==> src/rtl/full_adder.sv <==
// full_adder: registered WIDTH-bit unsigned adder, {c_out, sum} = a + b + c_in.
//
// The sum is split into WIDTH/SEG segments. Each segment uses 4-bit carry-lookahead
// groups and produces two results, one for carry-in 0 and one for carry-in 1. Segment 0
// takes c_in directly. Every later segment picks one of its two results using the carry
// out of the segment below it (carry-select), so the only serial path between segments
// is a chain of muxes.
//
// Ports:
//   clk        rising-edge clock
//   rst_n      asynchronous active-low reset; clears sum, c_out and out_valid
//   in_valid   a, b and c_in are valid this cycle
//   a, b       WIDTH-bit unsigned operands
//   c_in       carry-in, weighted at the LSB
//   sum        low WIDTH bits of the registered result
//   c_out      carry out of bit WIDTH-1
//   out_valid  sum and c_out hold a new result this cycle
module full_adder #(
  parameter int unsigned WIDTH = 128,
  parameter int unsigned SEG   = 32
) (
  input  logic             clk,
  input  logic             rst_n,
  input  logic             in_valid,
  input  logic [WIDTH-1:0] a,
  input  logic [WIDTH-1:0] b,
  input  logic             c_in,
  output logic [WIDTH-1:0] sum,
  output logic             c_out,
  output logic             out_valid
);

  localparam int unsigned NumSeg = WIDTH / SEG;
  localparam int unsigned NumGrp = SEG / 4;

  // One segment built from 4-bit lookahead groups.
  // The carry into each group moves from group to group.
  // Inside a group, every carry is formed directly from p/g and the group carry-in.
  function automatic logic [SEG:0] cla_seg(input logic [SEG-1:0] x,
                                           input logic [SEG-1:0] y,
                                           input logic           ci);
    logic [SEG-1:0] p;
    logic [SEG-1:0] g;
    logic [SEG:0]   c;
    int unsigned    bs;
    p    = x ^ y;
    g    = x & y;
    c    = '0;
    c[0] = ci;
    for (int unsigned grp = 0; grp < NumGrp; grp++) begin
      bs = grp * 4;
      c[bs+1] = g[bs] | (p[bs] & c[bs]);
      c[bs+2] = g[bs+1] | (p[bs+1] & g[bs]) | (p[bs+1] & p[bs] & c[bs]);
      c[bs+3] = g[bs+2] | (p[bs+2] & g[bs+1]) | (p[bs+2] & p[bs+1] & g[bs])
              | (p[bs+2] & p[bs+1] & p[bs] & c[bs]);
      // Group generate and propagate give the carry out of the group.
      c[bs+4] = (g[bs+3] | (p[bs+3] & g[bs+2]) | (p[bs+3] & p[bs+2] & g[bs+1])
                 | (p[bs+3] & p[bs+2] & p[bs+1] & g[bs]))
              | (p[bs+3] & p[bs+2] & p[bs+1] & p[bs] & c[bs]);
    end
    return {c[SEG], p ^ c[SEG-1:0]};
  endfunction

  logic [WIDTH-1:0]  sum_d;
  logic              c_out_d;
  logic [NumSeg:0]   seg_carry;
  logic [SEG:0]      res0;
  logic [SEG:0]      res1;
  logic [SEG:0]      res_sel;

  logic [WIDTH-1:0]  sum_q;
  logic              c_out_q;
  logic              out_valid_q;

  always_comb begin
    sum_d        = '0;
    seg_carry    = '0;
    res0         = '0;
    res1         = '0;
    res_sel      = '0;
    seg_carry[0] = c_in;
    for (int unsigned k = 0; k < NumSeg; k++) begin
      if (k == 0) begin
        res_sel = cla_seg(a[0 +: SEG], b[0 +: SEG], c_in);
      end else begin
        // Both results depend only on the operands, so they are ready before the
        // carry from the lower segment is known.
        res0    = cla_seg(a[k*SEG +: SEG], b[k*SEG +: SEG], 1'b0);
        res1    = cla_seg(a[k*SEG +: SEG], b[k*SEG +: SEG], 1'b1);
        res_sel = seg_carry[k] ? res1 : res0;
      end
      sum_d[k*SEG +: SEG] = res_sel[SEG-1:0];
      seg_carry[k+1]      = res_sel[SEG];
    end
    c_out_d = seg_carry[NumSeg];
  end

  always_ff @(posedge clk or negedge rst_n) begin
    if (!rst_n) begin
      sum_q       <= '0;
      c_out_q     <= 1'b0;
      out_valid_q <= 1'b0;
    end else begin
      out_valid_q <= in_valid;
      // Without in_valid the old result stays, so X/Z on the operands cannot reach it.
      if (in_valid) begin
        sum_q   <= sum_d;
        c_out_q <= c_out_d;
      end
    end
  end

  assign sum       = sum_q;
  assign c_out     = c_out_q;
  assign out_valid = out_valid_q;

endmodule

==> config.mk <==
export PLATFORM = sky130hd
export DESIGN_NAME = full_adder
export DESIGN_NICKNAME = d
export VERILOG_FILES = /design/src/rtl/full_adder.sv
export SDC_FILE = /design/constraint.sdc
export NUM_CORES = 1
export LEC_CHECK = 0
export CORE_ASPECT_RATIO = 1.2
export CORE_MARGIN = 3
export CORE_UTILIZATION = 49
export DETAILED_ROUTE_END_ITERATION = 10
export PLACE_DENSITY = 0.89
export SLEW_MARGIN = 20
export SYNTH_ARGS = -nofsm -noshare
export SYNTH_HDL_FRONTEND = slang
export SYNTH_SLANG_ARGS = --single-unit
==> constraint.sdc <==
create_clock -name clk -period 2.16 [get_ports clk]
set_clock_uncertainty 0.1 [all_clocks]
set_input_delay 0.216 -clock clk [delete_from_list [all_inputs] [get_ports clk]]
set_output_delay 0.216 -clock clk [all_outputs]
set_load 0.03 [all_outputs]
==> results of run 1 <==
[repair_timing]
item,4_1_cts
pin swaps,197
gates resized for setup,574
buffers inserted,79
endpoints found under the setup margin,123
hold buffers,2
endpoints found under the hold margin,44
[cells in the mapped netlist (all sizes together) (14+ instances only)]
master / count
a21o: 51
xnor2: 62
nor2: 73
dfrtp: 130
o21a: 16
a211oi: 14
xor2: 16
inv: 35
o21ai: 45
nand2: 61
mux2: 73
ha: 131
a21oi: 110
clkbuf: 20
fa: 29
nand4: 20
[logic make-up after synthesis]
logic type | after synthesis | share of synthesized area
AOI/OAI and AO/OA | 310 | 0.205
xor gates and xnor gates | 78 | 0.0650
adders and majority gates | 160 | 0.211
buffers and inverters | 59 | 0.0211
DFF | 130 | 0.310
muxes | 73 | 0.0783
and+or+nand+nor | 233 | 0.109
[per-layer routing]
layer,overflow,track usage
met1,4,0.868
met2,1434,1.27
met3,6,0.668
met4,371,1.09
met5,0,0.0505
[metrics by stage]
step / util / hold slack [ps] / setup TNS (ps)
after global placement: 0.817 / 80.7 / -185570
after CTS: 0.926 / 182 / -90580
after floorplan: - / -180 / -79180
after detailed placement: 0.817 / 89.4 / -199470
==> results.md, run 1 <==
- GP Congestion: 0.920
- Site row count: 58
- DP Worst Slack: -2310 ps
- WEP type: register data pin
- Error msg: [ERROR GRT-0232] Routing congestion too high. Check the congestion heatmap in the GUI.
- Clock root buffer: clkbuf_16
- Syn nets: 1463
- Post-DP Area: 17200 µm²
- Starting Density: 0.499
- Syn. warnings: 0
- Die X-Extent: 140 µm
- H-Tree Depth: 4
- Maximum clock path buffer count: 2
- Post-synth top area share: 0.310
- EDFF count, synth: 0
- Synth async-reset ratio: 1.00
- Failed at: 5_1_grt
- Largest net degree at the start of global routing: 79
- Clock sink total: 130
- Cell variety after synth: 77
- HPWL Detailed: 33500 µm
- Syn Inst Count: 1043
- CTS Buf Count: 17
- Sequential area share after synthesis: 0.310
- Grt total ovfl: 1815
- I/O pin count: 390
- Status: stopped before the end
- Crit. endpoint post-GRT repair: sum[104]$_DFFE_PN0P_/D
- Buffers on Ports: 389
- Synth area leaders: dfrtp_1 31%, ha_1 16%, mux2_2 7.8%, fa_1 5.5%, xnor2_1 5.2%
- Die H: 166 µm
- Area leader, netlist: dfrtp_1
- Primary FF master, synth: dfrtp_1
- Syn avg cell area: 10.1 µm²
- Gr usage total: 0.951
- Synthesized flop and latch total: 130
- Placed Cells: 1944
- Cell Area, Synth: 10500 µm²
==> inputs of run 2 (changes only) <==
- CORE_ASPECT_RATIO: 1.2 -> not set
- CORE_UTILIZATION: 49 -> 35
- PLACE_DENSITY: 0.89 -> not set
- PLACE_DENSITY_LB_ADDON: not set -> 0.15
==> results.md, run 2 <==
- Final Cell Area: 20700 µm²
- Fin crit share: 1.64
- Layout cells sized above 1: 0.473
- GP Congestion: 0.857 (-6.9%)
- DRT iter0 DRCs: 450
- I/O pin count: 390 (unchanged)
- WP data arrival: 3750 ps
- Synthesized flop and latch total: 130 (unchanged)
- Cell variety after synth: 77 (unchanged)
- Grt total ovfl: 0
- Commonest non-fill, non-tap cells in the layout: 346 x buf_4, 246 x clkdlybuf4s50_1, 130 x dfrtp_1, 69 x dlygate4sd2_1, 67 x ha_1
- Maximum clock path buffer count: 2 (unchanged)
- Synth async-reset ratio: 1.00 (unchanged)
- Setup violators final: 121
- Area Growth Syn to Fin: 96.9%
- Fin crit period: 3540 ps
- Gr usage total: 0.244
- Syn nets: 1463 (unchanged)
- Register Area: 3250 µm²
- Vias per cell: 5.08
- Fin util: 0.709
- Setup WS post-layout: -1380 ps
- TritonCTS clock tree: done
- Area occupied by multi-input gates: 9350 µm²
- Residual DRC count: 0
- CP max FO: 3
- Worst setup SP type: primary input
- CP endpoint kind: flip-flop
- F_max: 282 MHz
- Slew Viols, Final: 0
- Max reg flops: 128
- First-pass GRT wire length: 61800 µm
- Worst Path Required: 2370 ps
- CTS Buf Count: 17 (unchanged)
- HP Class: primary input to flip-flop
- Clock sink total: 130 (unchanged)
- Synth area leaders: dfrtp_1 31%, ha_1 16%, mux2_2 7.8%, fa_1 5.5%, xnor2_1 5.2%
- Drt first pass iters: 5
- Worst rel slew slack: 0.611
- Syn avg cell area: 10.1 µm² (unchanged)
- Via count: 11300
- Final std cells w/o fill: 2215
- Aggregate routed wire length: 40800 µm
- Routed Antenna Nets: 0
- Clk slew on worst S/H paths: 60 ps
- Max Cap Viol: 0
- Buffers on Ports: 389 (unchanged)
- Post-synth top area share: 0.310 (unchanged)
- WL per Instance: 18.4 µm
- Initial antenna violation count: 8
- Power per cell area: 672 nW/µm²
- Syn. warnings: 0 (unchanged)
- HPWL Detailed: 29100 µm (-13%)
- Violated checks: negative setup slack
- Sequential area share after synthesis: 0.310 (unchanged)
- Fillers: 2148
- EDFF count, synth: 0 (unchanged)
- Final Hold Viols: 0
- Starting Density: 0.360 (-0.139)
- Pleak: 9.13 nW
- Count leader, synth: ha_1
- Die ar.: 32100 µm²
- Die H: 179 µm (+7.7%)
- RSZ-0062 raised after global routing: yes
- Post-synth top cells: 131 x ha_1, 130 x dfrtp_1, 105 x a21oi_1
- CP Class: primary input to flip-flop
- Syn Inst Count: 1043 (unchanged)
- Worst VDD drop: 0.000417 V
- Cell Area, Synth: 10500 µm² (unchanged)
- Layout Nets: 2231
- Status: finished with violations
- Primary FF master, synth: dfrtp_1
- Core footprint: 29200 µm²
- Number of global-route vias before repair: 12100
- Commonest non-fill, non-tap cell in the layout: buf_4
- Clock root buffer: clkbuf_16
- Largest net degree at the start of global routing: 76
- Post-DP Area: 17600 µm² (+2.2%)
- H-Tree Depth: 4 (unchanged)
- Placed Cells: 2089 (+7.5%)
- Worst-margin pin slew: 584 ps
- Area leader, netlist: dfrtp_1
- Clock latency on the worst-skew pair: 430 ps
- Die X-Extent: 179 µm (+28%)
- Total power: 13.9 mW
- Final TNS setup: -97030 ps
- Site row count: 62 (+6.9%)
==> run 2: worst paths after layout <==
| kind | from | cells after the start | endpoint | slack, ps |
|---|---|---|---|---|
| worst max register to register | sum[71] | 2 | sum[71] | 910 |
| worst min register to register | sum[98] | 1 | sum[98] | 390 |
| min in group asynchronous | rst_n | 2 | sum[36] | 200 |
| max in group asynchronous | rst_n | 3 | sum[114] | 1160 |
| worst max-delay path | b[50] | 16 | sum[124] | -1380 |
| worst min-delay path | in_valid | 2 | sum[87] | 20 |
==> run 2: cell families (layout without fill, tap and decap cells) <==
group | Yosys count | count (layout) | share of synthesized area
other cells | 0 | 7 | 0
fa+ha+maj | 160 | 160 | 0.211
compound gates | 310 | 310 | 0.205
simple gates | 233 | 233 | 0.109
flops | 130 | 130 | 0.310
mux | 73 | 73 | 0.0783
buf+inv | 59 | 840 | 0.0211
xor+xnor | 78 | 78 | 0.0650
==> run 2: per-stage QoR <==
| stage | hold slack, ps | setup slack, ps |
|---|---|---|
| 6_report | 20.7 | -1380 |
| 5_1_grt | 5.27 | -1470 |
| 4_1_cts | 0.859 | -1270 |
| 3_5_place_dp | 110 | -2320 |
| 3_3_place_gp | 99.5 | -2290 |
| 2_1_floorplan | -180 | -1410 |
==> run 2: repair_timing <==
item / CTS / global route
endpoints found under the setup margin: 123 / 121
pin swaps: 212 / 63
hold buffers: 1 / 0
buffers inserted: 94 / 21
gates resized for setup: 616 / 120
endpoints found under the hold margin: 36 / 0
==> run 2: metal layers <==
metal / global-route usage / vias up / share of wire
met4: 0.105 / 8 / 0.036
met3: 0.0627 / 93 / 0.063
li1: - / 5376 / -
met5: 0 / - / 0.0013
met1: 0.283 / 5454 / 0.39
met2: 0.425 / 329 / 0.51
==> run 2: worst max-delay path: stages <==
cell and delay, ps:
clkdlybuf4s15_1 270, ha_4 290, nand2_2 120, o21ai_4 100, nor3_4 270, a21oi_4 140, a2111oi_4 420, a2111oi_4 50
buf_4 160, o211ai_4 290, a211oi_4 120, o21ai_2 170, nor2_1 80, or3_4 370, fa_2 410, mux2_2 260
==> run 2: final cells by class <==
class	instances	area share
sequential	130	0.157
clock inverter	12	0.0110
timing repair buffer	773	0.327
inverter	35	0.00635
antenna	7	0.000847
clock buffer	20	0.0221
multi-input combinational	854	0.452
tap	384	0.0232
==> run 2: report_power, final <==
part	total, mW	switching (mW)	internal [mW]
sequential	3.32	0.323	3.00
clock	3.49	1.25	2.24
combinational	7.09	3.48	3.60
total	13.9	5.06	8.84
(Power assumes the default switching activity.)
